**src/rtl/trigger_pkg.sv**
```systemverilog
// Shared types and widths for the trigger power discriminator.
// Samples arrive as signed 5-bit values from the AGC output.
package trigger_pkg;

  localparam int NSAMP       = 8;
  localparam int SAMPLE_BITS = 5;
  localparam int SQ_BITS     = 9;   // (-16)^2 = 256
  localparam int SUM_BITS    = 12;  // 8 * 256 = 2048
  localparam int POWER_BITS  = 13;  // 2 * 2048 = 4096

  typedef logic signed [SAMPLE_BITS-1:0] sample_t;
  typedef logic        [POWER_BITS-1:0]  power_t;

  typedef enum logic {
    ARMED   = 1'b0,
    HOLDOFF = 1'b1
  } state_t;

endpackage

```
**src/rtl/power_sum8.sv**
```systemverilog
// Squares the eight samples of one word and adds them.
// Stage 1 registers the squares, stage 2 registers their sum.
module power_sum8
  import trigger_pkg::*;
(
  input  logic                         aclk,
  input  logic                         reset_i,
  input  logic [NSAMP*SAMPLE_BITS-1:0] dat_i,
  output logic [SUM_BITS-1:0]          sum_o
);

  logic [SQ_BITS-1:0]  sq_reg [NSAMP];
  logic [SUM_BITS-1:0] sum_reg;
  logic [SUM_BITS-1:0] sum_next;

  genvar gi;
  generate
    for (gi = 0; gi < NSAMP; gi++) begin : g_square
      sample_t                       sample;
      logic signed [2*SAMPLE_BITS-1:0] sample_ext;
      logic signed [2*SAMPLE_BITS-1:0] prod;

      assign sample     = sample_t'(dat_i[gi*SAMPLE_BITS +: SAMPLE_BITS]);
      assign sample_ext = (2*SAMPLE_BITS)'(sample);
      // The product is never negative and never exceeds 256, so the low bits suffice.
      assign prod       = sample_ext * sample_ext;

      always_ff @(posedge aclk) begin
        if (reset_i) begin
          sq_reg[gi] <= '0;
        end else begin
          sq_reg[gi] <= prod[SQ_BITS-1:0];
        end
      end
    end
  endgenerate

  always_comb begin
    sum_next = '0;
    for (int i = 0; i < NSAMP; i++) begin
      sum_next = sum_next + SUM_BITS'(sq_reg[i]);
    end
  end

  always_ff @(posedge aclk) begin
    if (reset_i) begin
      sum_reg <= '0;
    end else begin
      sum_reg <= sum_next;
    end
  end

  assign sum_o = sum_reg;

endmodule

```
**src/rtl/trigger_power_discriminator.sv**
```systemverilog
// Two-word power window, threshold trigger with holdoff, and a gated
// trigger-rate scaler.
module trigger_power_discriminator
  import trigger_pkg::*;
#(
  parameter int HOLDOFF_BITS  = 8,
  parameter int SCALER_PERIOD = 1000000,
  parameter int SCALER_WIDTH  = 16
) (
  input  logic                         aclk,
  input  logic                         reset_i,
  input  logic [NSAMP*SAMPLE_BITS-1:0] dat_i,
  input  logic                         enable_i,
  input  logic [POWER_BITS-1:0]        threshold_i,
  input  logic [HOLDOFF_BITS-1:0]      holdoff_i,
  output logic                         trig_o,
  output logic [POWER_BITS-1:0]        power_o,
  output logic [SCALER_WIDTH-1:0]      scaler_o,
  output logic                         scaler_valid_o
);

  localparam int GATE_BITS = (SCALER_PERIOD > 1) ? $clog2(SCALER_PERIOD) : 1;
  localparam logic [GATE_BITS-1:0]    GATE_LAST = GATE_BITS'(SCALER_PERIOD - 1);
  localparam logic [SCALER_WIDTH-1:0] CNT_MAX   = '1;

  // Window
  logic [SUM_BITS-1:0] s_cur;
  logic [SUM_BITS-1:0] s_prev_reg;
  power_t              window;
  power_t              power_reg;

  power_sum8 u_power_sum8 (
    .aclk    (aclk),
    .reset_i (reset_i),
    .dat_i   (dat_i),
    .sum_o   (s_cur)
  );

  assign window = POWER_BITS'(s_cur) + POWER_BITS'(s_prev_reg);

  always_ff @(posedge aclk) begin
    if (reset_i) begin
      s_prev_reg <= '0;
      power_reg  <= '0;
    end else begin
      s_prev_reg <= s_cur;
      power_reg  <= window;
    end
  end

  // Trigger FSM
  state_t                  state_reg, state_next;
  logic [HOLDOFF_BITS-1:0] holdoff_cnt_reg, holdoff_cnt_next;
  logic                    trig_reg, trig_next;
  logic                    fire;

  assign fire = (power_reg > threshold_i);

  always_ff @(posedge aclk) begin
    if (reset_i) begin
      state_reg       <= ARMED;
      holdoff_cnt_reg <= '0;
      trig_reg        <= 1'b0;
    end else begin
      state_reg       <= state_next;
      holdoff_cnt_reg <= holdoff_cnt_next;
      trig_reg        <= trig_next;
    end
  end

  always_comb begin
    state_next       = state_reg;
    holdoff_cnt_next = holdoff_cnt_reg;
    trig_next        = 1'b0;
    case (state_reg)
      ARMED: begin
        if (enable_i && fire) begin
          trig_next        = 1'b1;
          holdoff_cnt_next = holdoff_i;
          if (holdoff_i != '0) begin
            state_next = HOLDOFF;
          end
        end
      end
      HOLDOFF: begin
        // Leaving on count 1 makes exactly holdoff_i cycles dead after the pulse.
        holdoff_cnt_next = holdoff_cnt_reg - 1'b1;
        if (holdoff_cnt_reg == HOLDOFF_BITS'(1)) begin
          state_next = ARMED;
        end
      end
      default: begin
        state_next = ARMED;
      end
    endcase
  end

  // Rate scaler
  logic [GATE_BITS-1:0]    gate_reg, gate_next;
  logic [SCALER_WIDTH-1:0] trig_cnt_reg, trig_cnt_next;
  logic [SCALER_WIDTH-1:0] scaler_reg, scaler_next;
  logic                    scaler_valid_reg, scaler_valid_next;
  logic [SCALER_WIDTH-1:0] cnt_inc;

  assign cnt_inc = (trig_cnt_reg == CNT_MAX) ? CNT_MAX : trig_cnt_reg + 1'b1;

  always_comb begin
    gate_next         = (gate_reg == GATE_LAST) ? '0 : gate_reg + 1'b1;
    trig_cnt_next     = trig_reg ? cnt_inc : trig_cnt_reg;
    scaler_next       = scaler_reg;
    scaler_valid_next = 1'b0;
    // A pulse on the terminal cycle still belongs to the gate that is closing.
    if (gate_reg == GATE_LAST) begin
      scaler_next       = trig_cnt_next;
      scaler_valid_next = 1'b1;
      trig_cnt_next     = '0;
    end
  end

  always_ff @(posedge aclk) begin
    if (reset_i) begin
      gate_reg         <= '0;
      trig_cnt_reg     <= '0;
      scaler_reg       <= '0;
      scaler_valid_reg <= 1'b0;
    end else begin
      gate_reg         <= gate_next;
      trig_cnt_reg     <= trig_cnt_next;
      scaler_reg       <= scaler_next;
      scaler_valid_reg <= scaler_valid_next;
    end
  end

  assign trig_o         = trig_reg;
  assign power_o        = power_reg;
  assign scaler_o       = scaler_reg;
  assign scaler_valid_o = scaler_valid_reg;

endmodule
```
**config.mk**
```make
export PLATFORM = sky130hd
export DESIGN_NAME = trigger_power_discriminator
export DESIGN_NICKNAME = d
export VERILOG_FILES = /design/src/rtl/trigger_pkg.sv /design/src/rtl/power_sum8.sv /design/src/rtl/trigger_power_discriminator.sv
export SDC_FILE = /design/constraint.sdc
export NUM_CORES = 1
export LEC_CHECK = 0
export ABC_AREA = 1
export CAP_MARGIN = 20
export CELL_PAD_IN_SITES_DETAIL_PLACEMENT = 1
export CELL_PAD_IN_SITES_GLOBAL_PLACEMENT = 1
export CORE_MARGIN = 2
export CORE_UTILIZATION = 38
export CTS_CLUSTER_SIZE = 24
export DETAILED_ROUTE_END_ITERATION = 12
export PLACE_DENSITY_LB_ADDON = 0.08
export SETUP_SLACK_MARGIN = 0.05
export SYNTH_ARGS = -nofsm -noshare
export SYNTH_HDL_FRONTEND = slang
export SYNTH_HIERARCHICAL = 1
export SYNTH_SLANG_ARGS = --single-unit
export TNS_END_PERCENT = 1
```
**constraint.sdc**
```tcl
create_clock -name aclk -period 11.4 [get_ports aclk]
set_clock_uncertainty 0.1 [all_clocks]
set_input_delay 2.28 -clock aclk [delete_from_list [all_inputs] [get_ports aclk]]
set_output_delay 2.28 -clock aclk [all_outputs]
set_load 0.005 [all_outputs]
```
# ---- Yosys cells after proc, flatten, opt, wreduce, memory -nomap -nowiden
# Memories as Yosys holds them, arrays and structs flattened.
# Cells that the tools add are included.
dict set report word_totals {
  mem_bits_rw 72
  input_bits 64
  output_inout_bits 31
  elab_cells 69
  mem_count 1
  regBits 100
}
# name depth word_bits read_ports rd_clocked_by_memory_dff write_ports line_no
set mem_list {}
lappend mem_list {u_power_sum8.sq_reg 8 9 8 0 8 power_sum8.sv:12} ;# logic [SQ_BITS-1:0] sq_reg [NSAMP];
dict set report classes {
  order_cmp 1
  eq_ne 4
  mul 8
  n_addsub 11
  muxes 21
  bitwise_logic 9
  n_reduce_logical 4
}
# cell n
set ops {}
lappend ops {{$add 12x9->12} 6}
lappend ops {{$mul 5x5->9} 8}
lappend ops {{$mux 9} 8}
lappend ops {{$mux 16} 2}
lappend ops {{$add 20x1->20 const B} 1}
lappend ops {{$eq 20x20->1 const B} 1}
lappend ops {{$add 16x1->16 const B} 1}
lappend ops {{$eq 16x16->1 const B} 1}
lappend ops {{$pmux 8 s2} 1}
lappend ops {{$add 12x12->13} 1}
lappend ops {{$gt 13x13->1} 1}
lappend ops {{$add 9x9->10} 1}
lappend ops {{$eq 8x1->1 const B} 1}
lappend ops {{$mux 1} 8}
lappend ops {{$mux 8} 1}
lappend ops {{$or 1x1->1} 8}
lappend ops {{$reduce_bool 8->1} 1}
lappend ops {{$sub 8x1->8 const B} 1}
lappend ops {{$reduce_or 2->1} 2}
lappend ops {{$ne 2x2->1 const B} 1}
lappend ops {{$pmux 1 s2} 1}
lappend ops {{$logic_and 1x1->1} 1}
lappend ops {{$not 1->1} 1}

# ---- Longest topological paths before layout
# Gate-level depths: netlist of the first run.
# An unclocked memory read counts as a cell.
dict set report depth {
  depth_word 8
  mapped_depth 17
  depth_no_buf 17
}

# ---- By module
# Netlist of the first run, hierarchy kept.
# mod n_inst area_each_um2 seq_area_each_um2 cells_each
set modules_own_cells {}
lappend modules_own_cells {power_sum8 1 8692.1 1521.5 1107}
lappend modules_own_cells {trigger_power_discriminator 1 4479.3 1761.7 633}

# ---- Worst setup path before layout of the first run
# OpenSTA, ideal clock, no wires.
dict set report synth_path {
  path_kind {input to register}
  startpoint {in dat_i[35]}
  endpoint {mem u_power_sum8.sq_reg[7][7], in the netlist u_power_sum8/sq_reg[1][34]}
  cell_stages 12
  required_time_ns 11.230
  setup_time_ns 0.070
  arrival_time_ns 4.886
  path_buffers 0
  setup_slack_ns 6.344
  path_cell_list {inv_1 nand2_1 fa_1 fa_1 inv_1 fa_1 fa_1 nand2_1 nand2_1 a21oi_1 o21ai_0 a21oi_1}
}
# element line_no
set synth_lines {}
lappend synth_lines {{start: declaration} trigger_power_discriminator.sv:12} ;# input logic [NSAMP*SAMPLE_BITS-1:0] dat_i,
lappend synth_lines {{end: declaration} power_sum8.sv:12}

==> results.md, run 1 <==
- Final setup TNS: 0 ps
- Final hold vios: 0
- # DRC: 0
- MaxCap Viol Count: 0
- Nets@finish: 2156
- Setup Buffers After CTS: 0
- Critical path class: primary input to register
- First-pass GRT wire length: 52.1 mm
- Crit end category: register
- Pleak: 8.02 nW
- Post-Synth Simple-Gate Area: 20.7%
- Xor/xnor share of the synthesized area: 1.60%
- Fill count: 4315
- Min-delay src: u_power_sum8/sum_o[2]
- Dpl hpwl: 24.6 mm
- Startpoint types: primary input
- Initial Util: 38.3%
- Reg-to-reg startpoint: u_power_sum8/sq_reg[1][2]
- Hold Crit Class: register to register
- Sequential-to-total area share from yosys stat: 24.9%
- Worst endpoint required time: 11650 ps
- Compound-Gate Fraction of Synth Area: 7.31%
- Gr usage total: 17.7%
- Share of cells above drive strength 1: 2.86%
- Top_reg_cell synth: dfxtp_1
- Status: finished, final reports clean
- Largest family of logic cells by synthesized area: adder cells
- Data arrival, critical path: 5720 ps
- Adder-cell share of the synthesized area: 32.3%
- Layer with the highest usage: met2
- Row count: 68
- CP Launch Point: dat_i[4]
- Fmax: 183 MHz
- Global route overflow: 0
- Worst slew margin: 62.5%
- Reg2reg end: u_power_sum8/sum_o[8]
- Clock transition at path regs: 70 ps
- Root buffer cell: clkbuf_16
- Measured slew at the worst slew-check pin: 562 ps
- Setup violations, final: 0
- Die H: 190 microns
- Die ar.: 36200 sq um
- Mux contribution to synthesized area: 0%
- Cts hold-fix bufs: 0
- CTS max path bufs: 2
- Multi-input logic area: 8170 sq um
- R2R depth: 17
- Critical path endpoint: u_power_sum8/sq_reg[0][7]
- Fin crit period: 5470 ps
- Clock tree sinks: 164
- Vias: 10500
- Io pins: 95
- Diode count: 0
- CTS Buf Count: 17
- Peak VDD IR: 0.376 mV
- Met3 Use GR: 2.32%
- Fin crit share: 47.9%
- Detailed-route wire length: 29.6 mm
- Number of synthesized flops with an enable pin: 0
- Max reg flops: 64
- Vias per inst: 4.56
- Met2 Usage GRT: 32.8%
- Iter 0 DRT Violations: 250
- CP max FO: 8
- Antenna violations before repair: 0
- Fraction of registers with async set/reset: 0%
- H-tree levels: 4
- Drt wl/cell: 12.8 microns
- Yosys reg bits: 164
- Core Area: 34400 sq um
- YS warnings: 6
- GR Util met1: 21.6%
- Cell area after synthesis: 13200 sq um
- Power per cell area: 244 nW/um^2
- R2R setup slack: 7360 ps
- Synthesis-to-finish area growth: 15.5%
- Buffers on Ports: 94
- RSZ-0062 raised after global routing: no
- Slew Viols, Final: 0
- Post-CTS Resized: 0
- Skew-Pair Late Insertion Delay: 430 ps
- TritonCTS clock tree: done
- Vias in the first global route: 11200
- Yosys cell types: 43
- Pwr Total: 3.72 mW
- Horiz. Die Dim: 190 microns
- Drt pass-1 iters: 4
- Placed inst area: 14600 sq um
- Cell area after layout: 15200 sq um
- Gpl congestion: 0.791
- Reg area: 3280 sq um
- Pin count of the biggest net entering global routing: 42
- ANT nets after route: 0
- Number of cells produced by synthesis: 1740
- Syn avg cell area: 7.57 sq um
[synth_stat cells, types with 3 or more instances]
library cell	number	area [sq um]
inv_1	425	1600
nand2_1	365	1370
nor2_1	175	657
dfxtp_1	164	3280
fa_1	145	2900
ha_1	108	1350
a21oi_1	94	470
nand3_1	68	340
o21ai_0	67	335
nor3_1	28	140
xor2_1	13	114
xnor2_1	11	96.3
buf_2	9	45.0
o21ai_1	9	45.0
nand4_1	7	43.8
clkbuf_1	5	18.8
inv_2	4	15.0
nand2_2	4	25.0
o21a_1	4	30.0
and3_1	3	18.8
nand3_2	3	30.0
[worst min path at each step]
stage                          endpoint  slack (ps)  cells past startpoint
after floorplan           s_prev_reg[0]         310                      2
after global placement    s_prev_reg[0]         320                      2
after detailed placement  s_prev_reg[6]         320                      2
after CTS                 s_prev_reg[6]         330                      2
after global routing      s_prev_reg[3]         360                      2
final                     s_prev_reg[2]         330                      2
[power breakdown]
group	switching (mW)	total [mW]	internal [mW]	leakage, nW
sequential	0.0541	0.740	0.686	1.35
clock	0.247	0.603	0.356	0.295
combinational	1.47	2.37	0.902	6.38
total	1.77	3.72	1.94	8.02
[placed cells by master, fill, tap and decap left out, types with 2 or more instances in the layout]
| cell | count |
|---|---|
| xor2_1 | 13 |
| nand3_2 | 3 |
| a41oi_1 | 2 |
| nand2_1 | 365 |
| ha_1 | 108 |
| a21oi_1 | 94 |
| o21bai_1 | 2 |
| nand3_1 | 68 |
| inv_1 | 425 |
| o21ai_1 | 9 |
| inv_8 | 2 |
| dfxtp_1 | 164 |
| o21a_1 | 4 |
| clkinvlp_4 | 2 |
| clkbuf_1 | 2 |
| clkdlybuf4s50_1 | 93 |
| fa_1 | 145 |
| nand4_1 | 7 |
| nor2_1 | 175 |
| clkbuf_16 | 17 |
| conb_1 | 4 |
| nor3_1 | 28 |
| clkinv_2 | 2 |
| a31oi_1 | 2 |
| o21ai_0 | 67 |
| a21boi_0 | 2 |
| xnor2_1 | 11 |
| inv_6 | 3 |
| and3_1 | 3 |
| bufinv_16 | 3 |
| inv_2 | 4 |
| nor2_4 | 2 |
| buf_4 | 2 |
| nand2_2 | 4 |
[metrics by stage]
step / util, % / setup WS, ps / instances / hold slack (ps)
after floorplan: - / 6340 / 1742 / 307
after global placement: 42.5 / 5590 / 2275 / 321
after detailed placement: 42.5 / 5510 / 2275 / 321
after CTS: 44.2 / 5940 / 2307 / 332
after global routing: 44.2 / 5740 / 2307 / 359
final: 44.2 / 5930 / 2307 / 326
[kinds of logic after synthesis]
group | after synthesis
adder cells (fa/ha/maj) | 253
XOR/XNOR | 24
buffers and inverters | 449
other | 2
AND/OR/NAND/NOR | 663
AO/OA/AOI/OAI | 185
flip-flops | 164
[metal layers]
metal,routed length (microns),vias to the layer above
met1,13600,4972
met5,0,-
met4,430,0
li1,-,5424
met2,15000,92
met3,626,22
[layout make-up]
class,instances,area share [%]
Timing Repair Buffer,96,6.25
Tap cell,455,3.74
Multi-Input combinational cell,1129,53.7
Inverter,431,10.6
Clock inverter,12,1.10
Clock buffer,20,2.94
Sequential cell,164,21.6
[worst max-delay path: stages]
cell and delay [ps]:
clkdlybuf4s50_1 660, nand2_1 130, fa_1 510, fa_1 560, inv_1 50, fa_1 510
fa_1 480, nand2_1 80, nand2_1 50, a21oi_1 160, o21ai_0 100, a21oi_1 140
Power figures use the tool's default switching activity.
==> inputs of run 2 (changes only) <==
- clock period: 11.4 -> 5.3 ns (I/O delays scaled with it)
==> run 2 against run 1 <==
Net effect: via count is 0.25% higher; first-iteration DRC count is 15% higher; sequential cell count stayed put; clock-buffer cell count is 2 higher; clock power is 110% higher; critical endpoint is now u_power_sum8/sq_reg[1][25]; highest routed layer unchanged.
==> results.md, run 2 (synthesis results as in run 1) <==
- Status: finished, final reports clean (unchanged)
- Clock tree sinks: 164 (unchanged)
- Fill count: 4259 (was 4315)
- Core Area: 34400 sq um (unchanged)
- Pre-CTS WS: 653 ps (was 5510 ps)
- Critical path class: primary input to register (unchanged)
- Critical path's slowest cell: clkdlybuf4s50_1 (unchanged)
- Combinational share of power: 64.0% (was 63.9%)
- Global route overflow: 0 (unchanged)
- Max reg flops: 64 (unchanged)
- Post-CTS Resized: 0 (unchanged)
- Pin count of the biggest net entering global routing: 54 (was 42)
- Commonest cells after routing, fill and taps aside: inv_1 (425), nand2_1 (365), nor2_1 (175) (unchanged)
- Vias in the first global route: 11000 (was 11200)
- CTS max path bufs: 2 (unchanged)
- CP cell instances: clkdlybuf4s50_1 > nand2_1 > fa_1 > fa_1 > inv_1 > fa_1 > fa_1 > nand2_1 > nand2_1 > a21oi_1 > o21ai_0 > a21oi_1 (unchanged)
- Hold path cells: 2 (unchanged)
- Internal Dissipation: 4.17 mW (was 1.94 mW)
- Detailed-route wire length: 29.2 mm (was 29.6 mm)
- H-tree levels: 4 (unchanged)
- Clock transition at path regs: 70 ps (about the same)
- CP max FO: 8 (unchanged)
- Measured slew at the worst slew-check pin: 677 ps (was 562 ps)
- Iter 0 DRT Violations: 288 (was 250)
- RSZ-0062 raised after global routing: no (unchanged)
- Synthesis-to-finish area growth: 15.4% (was 15.5%)
- Peak VDD IR: 0.559 mV (was 0.376 mV)
- Data arrival, critical path: 4460 ps (was 5720 ps)
- Gr usage total: 17.3% (was 17.7%)
- Fin crit period: 4200 ps
- Crit end category: register (unchanged)
- Vias per inst: 4.56 (about the same)
- MaxCap Viol Count: 0 (unchanged)
- Final setup TNS: 0 ps (unchanged)
- ANT nets after route: 0 (unchanged)
- Gpl congestion: 0.784 (was 0.791)
- Slowest stage delay, CP: 650 ps (was 660 ps)
- Horiz. Die Dim: 190 microns (unchanged)
- Reg-to-reg startpoint: u_power_sum8/sq_reg[1][2] (unchanged)
- Worst hold endpoint: s_prev_reg[4] (was s_prev_reg[2])
- Diode count: 0 (unchanged)
- Hold Crit Class: register to register (unchanged)
- Drt pass-1 iters: 4 (unchanged)
- Crit path top cell by count: fa_1 (unchanged)
- Initial Util: 38.3% (unchanged)
- Worst endpoint required time: 5560 ps (was 11650 ps)
- Io pins: 95 (unchanged)
- Net Sw Frac: 47.5% (was 47.7%)
- Vias: 10500 (about the same)
- Fmax: 238 MHz
- Share of cells above drive strength 1: 2.81% (was 2.86%)
- Setup violations, final: 0 (unchanged)
- Setup Buffers After CTS: 0 (unchanged)
- Power share of the sequential group: 20.0% (was 19.9%)
- # DRC: 0 (unchanged)
- Root buffer cell: clkbuf_16 (unchanged)
- Nets@finish: 2157 (was 2156)
- Buffers on Ports: 94 (unchanged)
- Clock share of power: 16.0% (was 16.2%)
- Final hold vios: 0 (unchanged)
- Hold slack: 324 ps (was 326 ps)
- Skew-Pair Late Insertion Delay: 430 ps (about the same)
- Commonest non-fill, non-tap cell in the layout: inv_1 (unchanged)
- R2R depth: 17 (unchanged)
- Antenna violations before repair: 0 (unchanged)
- Row count: 68 (unchanged)
- Dpl hpwl: 24.5 mm (was 24.6 mm)
- Power per cell area: 523 nW/um^2 (was 244 nW/um^2)
- TritonCTS clock tree: done (unchanged)
- Die H: 190 microns (unchanged)
- Worst slew margin: 54.8% (was 62.5%)
- Min-delay src: u_power_sum8/sum_o[4] (was u_power_sum8/sum_o[2])
- Cts hold-fix bufs: 0 (unchanged)
- Die ar.: 36200 sq um (unchanged)
- Drt wl/cell: 12.7 microns (was 12.8 microns)
- NetSw: 3.78 mW (was 1.77 mW)
- Pleak: 8.02 nW (about the same)
- Final core occ: 44.2% (about the same)
- R2R setup slack: 1240 ps (was 7360 ps)
- Final setup margin: 1100 ps (was 5930 ps)
- Slew Viols, Final: 0 (unchanged)
- Startpoint types: primary input (unchanged)
- First-pass GRT wire length: 51.1 mm (was 52.1 mm)
- Reg2reg end: u_power_sum8/sum_o[8] (unchanged)
- CTS Buf Count: 17 (unchanged)
- Fin crit share: 79.2%
run 2: critical path, delay by kind of cell:
family | cells | cell delay [ps]
compound gates | 3 | 400
fa+ha+maj | 4 | 2020
simple gates | 3 | 270
buf+inv | 2 | 700
run 2: worst max path at each step:
stage	from	endpoint	slack (ps)	cells past startpoint
finish	dat_i[34]	u_power_sum8/sq_reg[1][25]	1100	12
CTS	dat_i[34]	u_power_sum8/sq_reg[1][25]	1110	12
detailed placement	dat_i[34]	u_power_sum8/sq_reg[1][25]	650	12
floorplan	dat_i[35]	u_power_sum8/sq_reg[1][34]	1460	12
global placement	dat_i[34]	u_power_sum8/sq_reg[1][25]	690	12
global route	dat_i[9]	u_power_sum8/sq_reg[0][17]	910	15
run 2: cell type report:
type	count	area [sq um]	share of cell area, %
inverter	431	1620	10.6
clock buffer	22	454	2.99
clock inverter	10	149	0.979
multi-input combinational	1129	8170	53.7
tap	455	569	3.74
timing repair buffer	97	958	6.30
sequential	164	3280	21.6
run 2: power by group through the flow:
| stage | combinational (mW) | sequential (mW) | clock (mW) |
|---|---|---|---|
| 2_1_floorplan | 3.83 | 1.58 | 0 |
| 3_5_place_dp | 5.15 | 1.62 | 0 |
| 6_report | 5.09 | 1.59 | 1.28 |
| 3_3_place_gp | 5.01 | 1.62 | 0 |
| 4_1_cts | 5.18 | 1.60 | 1.31 |
| 5_1_grt | 6.06 | 1.61 | 1.37 |
run 2: layer usage:
layer  vias up  share of wire (%)  wire length [microns]  track usage, %
met5         -                  0                      0               0
li1       5419                  -                      -               -
met2        89                 50                  14600            31.3
met4         0               0.94                    276            3.64
met1      5009                 47                  13700            21.8
met3        19                2.2                    642            2.36
run 2: per-stage QoR:
| stage | power [mW] | cells | cell area (sq um) |
|---|---|---|---|
| after detailed placement | 6.77 | 2276 | 14600 |
| after CTS | 8.09 | 2308 | 15200 |
| after global routing | 9.04 | 2308 | 15200 |
| final | 7.95 | 2308 | 15200 |
| after floorplan | 5.41 | 1742 | 13200 |
| after global placement | 6.63 | 2276 | 14600 |
==> inputs of run 3 (changes only) <==
- clock period: 5.3 -> 3.4 ns (I/O delays scaled with it)
==> run 3 against run 2 <==
Net effect: register-to-register slack got worse by 1500 ps; via count rose by 7.5%; sequential share of layout area shrank 2.0 points; clock-buffer cell count decreased by 3; worst hold slack gained 4.9 ps; global-route usage up 1.2 points; combinational power up 120%; routed wire length grew 7.5%; final cell count grew 7.3%; die area is the same; critical endpoint is now u_power_sum8/sum_o[8]; non-clock buffer count grew 169; sequential cell count did not move; critical path type is now register to register; largest power group unchanged; the run now ends with setup timing left.
==> results.md, run 3 (synthesis results as in run 1) <==
- Pre-CTS WS: -749 ps (was 653 ps)
- Vias: 11300 (was 10500)
- Vias per inst: 4.57 (was 4.56)
- Worst hold endpoint: s_prev_reg[4] (unchanged)
- R2R depth: 17 (unchanged)
- Power per cell area: 918 nW/um^2 (was 523 nW/um^2)
- Final setup TNS: -2600 ps (was 0 ps)
- Fmax: 271 MHz
- Final hold vios: 0 (unchanged)
- Synthesis-to-finish area growth: 27.8% (was 15.4%)
- Nets@finish: 2326 (was 2157)
- Failing checks: setup timing
- Share of cells above drive strength 1: 15.6% (was 2.81%)
- Status: complete, but fails checks (was finished, final reports clean)
- Dpl hpwl: 25.8 mm (was 24.5 mm)
- Core Area: 34400 sq um (unchanged)
- Slew Viols, Final: 0 (unchanged)
- CP max FO: 4 (was 8)
- Skew-Pair Late Insertion Delay: 420 ps (was 430 ps)
- Initial Util: 38.3% (unchanged)
- CTS max path bufs: 2 (unchanged)
- TritonCTS clock tree: done (unchanged)
- Reg-to-reg startpoint: u_power_sum8/sq_reg[1][20] (was u_power_sum8/sq_reg[1][2])
- First-pass GRT wire length: 55.3 mm (was 51.1 mm)
- CP Launch Point: u_power_sum8/sq_reg[1][20] (was dat_i[34])
- Critical path class: register to register (was primary input to register)
- Startpoint types: register (was primary input)
- Detailed-route wire length: 31.4 mm (was 29.2 mm)
- Hold path cells: 2 (unchanged)
- MaxCap Viol Count: 0 (unchanged)
- Data arrival, critical path: 3950 ps (was 4460 ps)
- Root buffer cell: clkbuf_16 (unchanged)
- Antenna violations before repair: 0 (unchanged)
- Cts hold-fix bufs: 0 (unchanged)
- RSZ-0062 raised after global routing: yes (was no)
- Pin count of the biggest net entering global routing: 41 (was 54)
- Drt wl/cell: 12.7 microns (about the same)
- Final core occ: 49.0% (was 44.2%)
- Gr usage total: 18.5% (was 17.3%)
- # DRC: 0 (unchanged)
- Layer with the highest usage: met2 (unchanged)
- Pleak: 8.86 nW (was 8.02 nW)
- Commonest non-fill, non-tap cell in the layout: inv_1 (unchanged)
- Hold Crit Class: register to register (unchanged)
- GR Util met1: 22.7% (was 21.8%)
- Cell area after layout: 16800 sq um (was 15200 sq um)
- Row count: 68 (unchanged)
- Setup Buffers After CTS: 0 (unchanged)
- Gpl congestion: 0.797 (was 0.784)
- Peak VDD IR: 1.25 mV (was 0.559 mV)
- Die H: 190 microns (unchanged)
- Worst slew margin: 65.8% (was 54.8%)
- Vias in the first global route: 12200 (was 11000)
- Fin crit period: 3690 ps
- Measured slew at the worst slew-check pin: 513 ps (was 677 ps)
- Min-delay src: u_power_sum8/sum_o[4] (unchanged)
- Met2 Usage GRT: 34.5% (was 31.3%)
- Drt pass-1 iters: 4 (unchanged)
- Clock transition at path regs: 70 ps (about the same)
- CTS Buf Count: 17 (unchanged)
- Max reg flops: 64 (unchanged)
- Horiz. Die Dim: 190 microns (unchanged)
- Reg2reg end: u_power_sum8/sum_o[8] (unchanged)
- Iter 0 DRT Violations: 328 (was 288)
- Buffers on Ports: 94 (unchanged)
- Diode count: 0 (unchanged)
- Global route overflow: 0 (unchanged)
- Met3 Use GR: 2.25% (was 2.36%)
- Io pins: 95 (unchanged)
- Placed inst area: 16000 sq um (was 14600 sq um)
- Setup violations, final: 26 (was 0)
- Commonest cells after routing, fill and taps aside: inv_1 (414), nand2_1 (351), nor2_1 (174) (was inv_1 (425), nand2_1 (365), nor2_1 (175))
- Fin crit share: 109%
- ANT nets after route: 0 (unchanged)
- Worst endpoint required time: 3660 ps (was 5560 ps)
- Crit end category: register (unchanged)
- Final setup margin: -294 ps (was 1100 ps)
- Clock tree sinks: 164 (unchanged)
- Die ar.: 36200 sq um (unchanged)
- H-tree levels: 4 (unchanged)
- R2R setup slack: -290 ps (was 1240 ps)
[run 3: cell count changes in the layout (fill, tap and decap cells not counted), moves of 11 or more]
cell,change
a21oi_1,-19
a21oi_2,+19
buf_4,+169
clkdlybuf4s50_1,-20
dlygate4sd2_1,+17
fa_1,-15
fa_2,+15
ha_1,-19
ha_4,+15
inv_1,-11
inv_2,+11
nand2_1,-14
nand2_2,+13
[run 3: per-layer routing]
metal  wire [microns]  vias to the layer above
li1                 -                     5778
met1            14100                     5419
met3              659                       27
met4              446                        0
met5                0                        -
met2            16200                       97
[run 3: report_power, final]
group | switching, mW | internal (mW) | total [mW]
clock network | 0.854 | 1.05 | 1.91
registers | 0.183 | 2.30 | 2.49
logic | 5.79 | 5.27 | 11.1
total | 6.83 | 8.62 | 15.4
[run 3: metrics by stage]
stage          cells  power [mW]  hold slack [ps]
6_report        2477        15.4              329
5_1_grt         2477        17.2              352
4_1_cts         2477        15.6              336
3_5_place_dp    2445        13.1              329
3_3_place_gp    2445        12.7              320
2_1_floorplan   1742        9.56              307
[run 3: layout make-up]
type / count / area, sq um
multi-input cells: 1129 / 8560
clock inverters: 13 / 139
inverters: 431 / 1620
repair buffers: 266 / 2210
clock buffers: 19 / 443
fillers: 4303 / 17500
well taps: 455 / 569
flip-flops and latches: 164 / 3290
[run 3: worst max path at each step]
stage,endpoint,slack (ps),cells after the start
floorplan,u_power_sum8/sum_o[11],20,17
global placement,u_power_sum8/sq_reg[1][25],-660,12
detailed placement,u_power_sum8/sq_reg[1][25],-750,12
CTS,u_power_sum8/sum_o[8],-330,17
global route,u_power_sum8/sum_o[8],-510,17
finish,u_power_sum8/sum_o[8],-290,17
[run 3: worst max-delay path, cell delays in order, from the launching register on]
cell and delay (ps):
dfxtp_2 320, inv_2 40, fa_1 540, inv_2 50, fa_1 530, inv_2 50, fa_2 460, fa_1 480
inv_1 40, ha_2 190, fa_2 350, nand3_2 90, nand2_4 70, nand3_2 70, nand2_2 50, nand2_1 50
nand2_1 40, nor2_1 100
[run 3: what timing repair did]
| item | CTS | global route |
|---|---|---|
| pin swaps | 24 | 11 |
| resized for setup | 67 | 26 |
| endpoints found under the setup margin | 48 | 47 |
